==> config.mk <==
export PLATFORM = sky130hd
export DESIGN_NAME = verdict_collector
export DESIGN_NICKNAME = d
export VERILOG_FILES = /design/src/rtl/collector_pkg.sv /design/src/rtl/snapshot_fifo.sv /design/src/rtl/verdict_collector.sv
export SDC_FILE = /design/constraint.sdc
export NUM_CORES = 2
export LEC_CHECK = 0
export CAP_MARGIN = 20
export CELL_PAD_IN_SITES_DETAIL_PLACEMENT = 1
export CELL_PAD_IN_SITES_GLOBAL_PLACEMENT = 2
export CORE_MARGIN = 2
export CORE_UTILIZATION = 40
export CTS_BUF_LIST = sky130_fd_sc_hd__clkbuf_4 sky130_fd_sc_hd__clkbuf_8
export CTS_CLUSTER_DIAMETER = 150
export DETAILED_ROUTE_END_ITERATION = 6
export GPL_TIMING_DRIVEN = 0
export HOLD_SLACK_MARGIN = 0.03
export PLACE_DENSITY = 0.82
export SYNTH_ARGS = -nofsm -noshare
export SYNTH_HDL_FRONTEND = slang
export SYNTH_HIERARCHICAL = 1
export SYNTH_SLANG_ARGS = --single-unit
==> constraint.sdc <==
create_clock -name clk -period 23.6 [get_ports clk]
set_input_delay 3.54 -clock clk [delete_from_list [all_inputs] [get_ports clk]]
set_output_delay 3.54 -clock clk [all_outputs]
set_load 0.05 [all_outputs]
==> src/rtl/collector_pkg.sv <==
// Shared types and constants for the verdict collector.
// Latency: n/a (types and a pure combinational helper only).
// Backpressure: n/a.
// Contents: stream count/width constants, snapshot record layout, FSM states, lowest-set-bit helper.
package collector_pkg;

    localparam int NSTREAMS = 6;
    localparam int VW       = 64;
    localparam int TW       = 32;
    localparam int IDW      = 3;

    // One captured cycle: the stamp, which streams fired, and all stream values.
    typedef struct packed {
        logic [TW-1:0]                stamp;
        logic [NSTREAMS-1:0]          mask;
        logic [NSTREAMS-1:0][VW-1:0]  values;
    } snapshot_t;

    typedef enum logic {
        IDLE = 1'b0,
        EMIT = 1'b1
    } state_e;

    // Index of the lowest set bit; 0 when the mask is empty.
    function automatic logic [IDW-1:0] lowest_set(input logic [NSTREAMS-1:0] m);
        logic [IDW-1:0] idx;
        idx = '0;
        for (int i = NSTREAMS - 1; i >= 0; i--) begin
            if (m[i]) idx = IDW'(i);
        end
        return idx;
    endfunction

endpackage

==> src/rtl/snapshot_fifo.sv <==
// Snapshot FIFO: DEPTH-entry first-word-fall-through store with a registered occupancy count.
// Latency: a push is visible at the head one cycle later; the head is read combinationally.
// Backpressure: caller pushes only when not full or when popping in the same cycle.
// Ports: clk, rst (async active-low), push_i/push_dat_i, pop_i/pop_dat_o, full_o, empty_o.
module snapshot_fifo #(
    parameter int WIDTH = 8,
    parameter int DEPTH = 4
) (
    input  logic             clk,
    input  logic             rst,
    input  logic             push_i,
    input  logic [WIDTH-1:0] push_dat_i,
    input  logic             pop_i,
    output logic [WIDTH-1:0] pop_dat_o,
    output logic             full_o,
    output logic             empty_o
);

    localparam int AW = $clog2(DEPTH);

    logic [WIDTH-1:0] mem_q [DEPTH];
    logic [AW-1:0]    wr_ptr_q, wr_ptr_d;
    logic [AW-1:0]    rd_ptr_q, rd_ptr_d;
    logic [AW:0]      count_q, count_d;

    assign full_o    = (count_q == (AW+1)'(DEPTH));
    assign empty_o   = (count_q == '0);
    assign pop_dat_o = mem_q[rd_ptr_q];

    always_comb begin
        wr_ptr_d = wr_ptr_q;
        rd_ptr_d = rd_ptr_q;
        count_d  = count_q;
        // Pointers wrap naturally because DEPTH is a power of two.
        if (push_i) wr_ptr_d = wr_ptr_q + AW'(1);
        if (pop_i)  rd_ptr_d = rd_ptr_q + AW'(1);
        count_d = count_q + (AW+1)'(push_i) - (AW+1)'(pop_i);
    end

    always_ff @(posedge clk or negedge rst) begin
        if (!rst) begin
            wr_ptr_q <= '0;
            rd_ptr_q <= '0;
            count_q  <= '0;
        end else begin
            wr_ptr_q <= wr_ptr_d;
            rd_ptr_q <= rd_ptr_d;
            count_q  <= count_d;
        end
    end

    // Storage needs no reset: emptiness is tracked by count_q alone.
    always_ff @(posedge clk) begin
        if (push_i) mem_q[wr_ptr_q] <= push_dat_i;
    end

endmodule

==> src/rtl/verdict_collector.sv <==
// Verdict collector: snapshots active streams each enabled cycle and replays them as per-stream records.
// Latency: activity in cycle N reaches rec_valid in cycle N+2 when idle; back-to-back snapshots emit with no bubble.
// Backpressure: rec_ready=0 holds the current record stable; a full FIFO drops new snapshots and counts them.
// Ports: clk, rst (async active-low), en, stream_value/stream_aktv in; rec_* record out with rec_ready; overflow, drop_count, clear_ovf.
module verdict_collector import collector_pkg::*; #(
    parameter int NSTREAMS = collector_pkg::NSTREAMS,
    parameter int DEPTH    = 4,
    parameter int VW       = collector_pkg::VW,
    parameter int TW       = collector_pkg::TW
) (
    input  logic                   clk,
    input  logic                   rst,
    input  logic                   en,
    input  logic [NSTREAMS*VW-1:0] stream_value,
    input  logic [NSTREAMS-1:0]    stream_aktv,
    output logic                   rec_valid,
    input  logic                   rec_ready,
    output logic [IDW-1:0]         rec_id,
    output logic [TW-1:0]          rec_time,
    output logic [VW-1:0]          rec_value,
    output logic                   rec_last,
    output logic                   overflow,
    output logic [15:0]            drop_count,
    input  logic                   clear_ovf
);

    state_e                      state_q, state_d;
    logic [TW-1:0]               ts_q, ts_d;
    logic [NSTREAMS-1:0]         mask_q, mask_d;
    logic [TW-1:0]               stamp_q, stamp_d;
    logic [NSTREAMS-1:0][VW-1:0] values_q, values_d;

    logic                        rec_valid_q, rec_valid_d;
    logic [IDW-1:0]              rec_id_q, rec_id_d;
    logic [TW-1:0]               rec_time_q, rec_time_d;
    logic [VW-1:0]               rec_value_q, rec_value_d;
    logic                        rec_last_q, rec_last_d;
    logic                        ovf_q, ovf_d;
    logic [15:0]                 drop_q, drop_d;

    snapshot_t push_snap, head_snap;
    logic      fifo_full, fifo_empty, fifo_push, fifo_pop;
    logic      push_req, drop;

    assign push_snap.stamp  = ts_q;
    assign push_snap.mask   = stream_aktv;
    assign push_snap.values = stream_value;

    assign push_req  = en && (stream_aktv != '0);
    // A full FIFO still takes the push if the head leaves on the same edge.
    assign fifo_push = push_req && (!fifo_full || fifo_pop);
    assign drop      = push_req && !fifo_push;
    assign ts_d      = en ? ts_q + TW'(1) : ts_q;

    snapshot_fifo #(
        .WIDTH ($bits(snapshot_t)),
        .DEPTH (DEPTH)
    ) u_fifo (
        .clk        (clk),
        .rst        (rst),
        .push_i     (fifo_push),
        .push_dat_i (push_snap),
        .pop_i      (fifo_pop),
        .pop_dat_o  (head_snap),
        .full_o     (fifo_full),
        .empty_o    (fifo_empty)
    );

    always_comb begin
        state_d  = state_q;
        mask_d   = mask_q;
        stamp_d  = stamp_q;
        values_d = values_q;
        fifo_pop = 1'b0;
        case (state_q)
            IDLE: begin
                if (!fifo_empty) begin
                    fifo_pop = 1'b1;
                    mask_d   = head_snap.mask;
                    stamp_d  = head_snap.stamp;
                    values_d = head_snap.values;
                    state_d  = EMIT;
                end
            end
            EMIT: begin
                if (rec_ready) begin
                    if (rec_last_q) begin
                        if (!fifo_empty) begin
                            fifo_pop = 1'b1;
                            mask_d   = head_snap.mask;
                            stamp_d  = head_snap.stamp;
                            values_d = head_snap.values;
                        end else begin
                            mask_d  = '0;
                            state_d = IDLE;
                        end
                    end else begin
                        // Retire the stream just emitted (always the lowest set bit).
                        mask_d = mask_q & (mask_q - NSTREAMS'(1));
                    end
                end
            end
            default: state_d = IDLE;
        endcase

        // Record outputs are registered from next-state so they track the FSM with no extra cycle.
        rec_valid_d = (state_d == EMIT);
        rec_id_d    = rec_id_q;
        rec_time_d  = rec_time_q;
        rec_value_d = rec_value_q;
        rec_last_d  = 1'b0;
        if (state_d == EMIT) begin
            rec_id_d    = lowest_set(mask_d);
            rec_value_d = values_d[rec_id_d];
            rec_time_d  = stamp_d;
            rec_last_d  = ((mask_d & (mask_d - NSTREAMS'(1))) == '0);
        end

        // A drop coinciding with a clear is still reported.
        ovf_d  = ovf_q;
        drop_d = drop_q;
        if (clear_ovf) begin
            ovf_d  = drop;
            drop_d = drop ? 16'd1 : 16'd0;
        end else if (drop) begin
            ovf_d  = 1'b1;
            drop_d = (drop_q == 16'hFFFF) ? drop_q : drop_q + 16'd1;
        end
    end

    always_ff @(posedge clk or negedge rst) begin
        if (!rst) begin
            state_q <= IDLE;
        end else begin
            state_q <= state_d;
        end
    end

    always_ff @(posedge clk or negedge rst) begin
        if (!rst) begin
            ts_q        <= '0;
            mask_q      <= '0;
            stamp_q     <= '0;
            values_q    <= '0;
            rec_valid_q <= 1'b0;
            rec_id_q    <= '0;
            rec_time_q  <= '0;
            rec_value_q <= '0;
            rec_last_q  <= 1'b0;
            ovf_q       <= 1'b0;
            drop_q      <= '0;
        end else begin
            ts_q        <= ts_d;
            mask_q      <= mask_d;
            stamp_q     <= stamp_d;
            values_q    <= values_d;
            rec_valid_q <= rec_valid_d;
            rec_id_q    <= rec_id_d;
            rec_time_q  <= rec_time_d;
            rec_value_q <= rec_value_d;
            rec_last_q  <= rec_last_d;
            ovf_q       <= ovf_d;
            drop_q      <= drop_d;
        end
    end

    assign rec_valid  = rec_valid_q;
    assign rec_id     = rec_id_q;
    assign rec_time   = rec_time_q;
    assign rec_value  = rec_value_q;
    assign rec_last   = rec_last_q;
    assign overflow   = ovf_q;
    assign drop_count = drop_q;

endmodule

==> impl_metrics.toml <==
[cts]
clkSinkCount = 2267
cts_tree = "done"
ctsHtreeMaxLevel = 5
clk_latency_ns = 1.13
cts-hold-fix-buffers = 0
cts_buffers = 388
clk_pin_slew_ns = 0.06
ctsResizeCount = 0
root_buffer = "clkbuf_8"
cts_max_path_buffers = 4
postCtsSetupBuffers = 0

[routing]
drtIter0Drc = 3998
wirelength_mm = 250.9
drc = 0
via_per_inst = 5.335
wl_per_cell_um = 27.83
first_pass_iters = 5
vias = 48080
drtAntennaViolNets = 0

[floorplanning]
die_h_um = 466.5
rows = 169
initial_core_util = 0.4030
fp.dieW_um = 466.5
pin_count = 513
core_sq_um = 212300
dieArea_sq_um = 217600

[yosys]
synth_nets = 5287
syn_area_sq_um = 85560
synth-edff-count = 1688
synth_cell_types = 64
syn_avg_cell_area_sq_um = 17.52
seq_area_frac_synth = 0.7617
ys_warn_count = 6
ys.flop_type = "edfxtp_1"
ys_ff_latch = 2267
async_flop_share = 0.2554
synthCells = 4883

[grt]
grt_start_max_net_pins = 109
grt_pass1_vias = 51680
globalRouteTotalUtil = 0.2305
gr-total-overflow = 0
grt_pass1_wl_mm = 361.9
antenna_found_initial = 101

[placed_design]
gp_congestion = 0.8298
hpwl_mm = 174.2
io_buffers = 510

[timing]
fin_crit_ns = 8.394
hold_ws_ns = 0.4608
setup_viol = 0
slew_viol_final = 0
tns_ns = 0
finalCritPeriodShare = 0.3557
grt_setup_unrepaired = "false"
max_freq_mhz = 119.1
fin_worst_skew_ns = 0.08781
hold_viol_final = 0
maxSlewHeadroom = 0.2987
worst_slew_pin_slew_ns = 1.052

[final_layout]
final_layout_size_suffix_gt1_frac = 0.2131
syn_to_final_growth_pct = 20.99
fin_nets = 6241
nFillCells = 20290

[setup_path]
worstSetupPathType = "primary input to flop"
worstPathRequired_ns = 24.30
slowest_delay_ns = 0.79
cpMostUsedCell = "buf_16"
critPathLaunchType = "primary input"
cp_slowest_cell = "and2_4"
cp.arrival_ns = 9.09
cp_max_fo = 51
path_cells = "clkdlybuf4s50_1 -> a21boi_4 -> or2_1 -> buf_4 -> clkbuf_2 -> buf_16 -> clkbuf_2 -> clkbuf_1 -> buf_1 -> a21oi_1 -> and2_4 -> buf_16 -> buf_16 -> buf_16"
cp-end-kind = "flop"

[run]
max-cap-violations = 0

[outcome]
outcome = "complete, no violations"

[worst_hold_path]
min_path_type = "flop to flop"

[power]
power_density_nw_per_um2 = 142.5
p_leak_nw = 38.23
ir_drop_v = 0.00006209
==> Yosys cell counts (14+ instances only) <==
cell / n / area, sq um
a221oi_1: 37 / 324.1
inv_1: 16 / 60.06
mux4_2: 422 / 9504
clkbuf_1: 126 / 473.0
mux2_1: 43 / 484.2
nand3_1: 14 / 70.07
mux2_2: 22 / 247.7
xnor2_1: 24 / 210.2
nand2_1: 1347 / 5056
a31oi_1: 96 / 600.6
dfrtp_1: 579 / 14490
buf_2: 63 / 315.3
o22ai_1: 64 / 400.4
a221oi_2: 29 / 435.4
a21oi_1: 69 / 345.3
nor2_1: 56 / 210.2
edfxtp_1: 1688 / 50690
buf_6: 48 / 540.5
xor2_1: 23 / 201.4
==> final timing paths <==
path / start / endpoint / slack, ns / cells after the start
max in group asynchronous: rst / values_q[168] / 19.41 / 3
hold / removal: values_q[277] / values_q[277] / 0.46 / 2
setup reg to reg: u_fifo/count_q[1] / u_fifo/mem_q[1][302] / 17.67 / 14
hold reg to reg: values_q[277] / values_q[277] / 0.46 / 2
min in group asynchronous: rst / drop_count[10] / 2.49 / 1
setup / recovery: rec_ready / u_fifo/mem_q[1][302] / 15.21 / 14
==> metal layers <==
metal / wire length [um] / GRT usage
met1: 101600 / 0.3015
met2: 119900 / 0.3631
met3: 17660 / 0.05673
met4: 11340 / 0.1084
met5: 348 / 0
==> layout by cell type, fill, tap and decap left out, types with 14 or more instances in the layout <==
cell type	count
nand2_1	1347
inv_1	16
dfrtp_1	579
clkbuf_8	435
clkinv_1	61
a221oi_1	37
o22ai_1	64
a21oi_1	69
buf_2	63
mux2_2	22
xnor2_1	24
clkdlybuf4s50_1	509
mux2_1	43
buf_16	40
diode_2	45
a31oi_1	96
clkinv_2	48
buf_6	51
nor2_1	56
xor2_1	23
mux4_2	422
clkbuf_4	134
edfxtp_1	1688
a221oi_2	29
nand3_1	14
clkbuf_1	120
==> area by class of cell <==
| type | instances | area [sq um] | area share |
|---|---|---|---|
| Sequential cell | 2267 | 65180 | 0.6296 |
| Multi-Input combinational cell | 2344 | 18930 | 0.1829 |
| Clock buffer | 569 | 6993 | 0.06755 |
| Timing Repair Buffer | 564 | 6425 | 0.06206 |
| Tap cell | 2821 | 3530 | 0.03409 |
| Buffer | 254 | 1430 | 0.01381 |
| Clock inverter | 131 | 860.8 | 0.008315 |
| Antenna cell | 45 | 112.6 | 0.001088 |
| Inverter | 18 | 67.56 | 0.0006526 |
==> worst max-delay path: cells and delay by family <==
family | cells | cell delay, ns
buffers and inverters | 10 | 3.50
AND/OR/NAND/NOR | 2 | 1.01
AO/OA/AOI/OAI | 2 | 0.80
==> flip-flops by register name (all words and copies together) (netlist names), 6 cells and up <==
signal	count
drop_count	16
mask_q	6
rec_time	32
rec_value	64
stamp_q	32
ts_q	32
u_fifo/mem_q	1688
values_q	384
==> cells by family (layout without fill, tap and decap cells) <==
group | count (synthesis) | in the layout | synth area share
buf+inv | 272 | 1536 | 0.01742
fa+ha+maj | 9 | 9 | 0.001404
flops | 2267 | 2267 | 0.7617
compound gates | 325 | 325 | 0.02771
mux | 492 | 492 | 0.1202
other cells | 0 | 45 | 0
simple gates | 1471 | 1471 | 0.06670
xor+xnor | 47 | 47 | 0.004811
==> report_power, final <==
| part | internal (mW) | leakage, nW | switching, mW |
|---|---|---|---|
| Clock | 2.00 | 4.18 | 1.59 |
| Sequential | 5.39 | 22.8 | 0.292 |
| Combinational | 1.90 | 11.2 | 3.57 |
==> stage by stage <==
step	std cells	power (mW)	instance area [sq um]	util	setup slack, ns
CTS	8968	14.90	103400	0.4871	15.25
global route	9002	15.47	103500	0.4875	15.00
global placement	8214	11.55	94200	0.4437	-9.221
detailed placement	8268	11.27	95560	0.4501	14.09
finish	9013	14.75	103500	0.4876	15.21
floorplan	4883	9.182	85560	-	8.041
(Power assumes the default switching activity.)
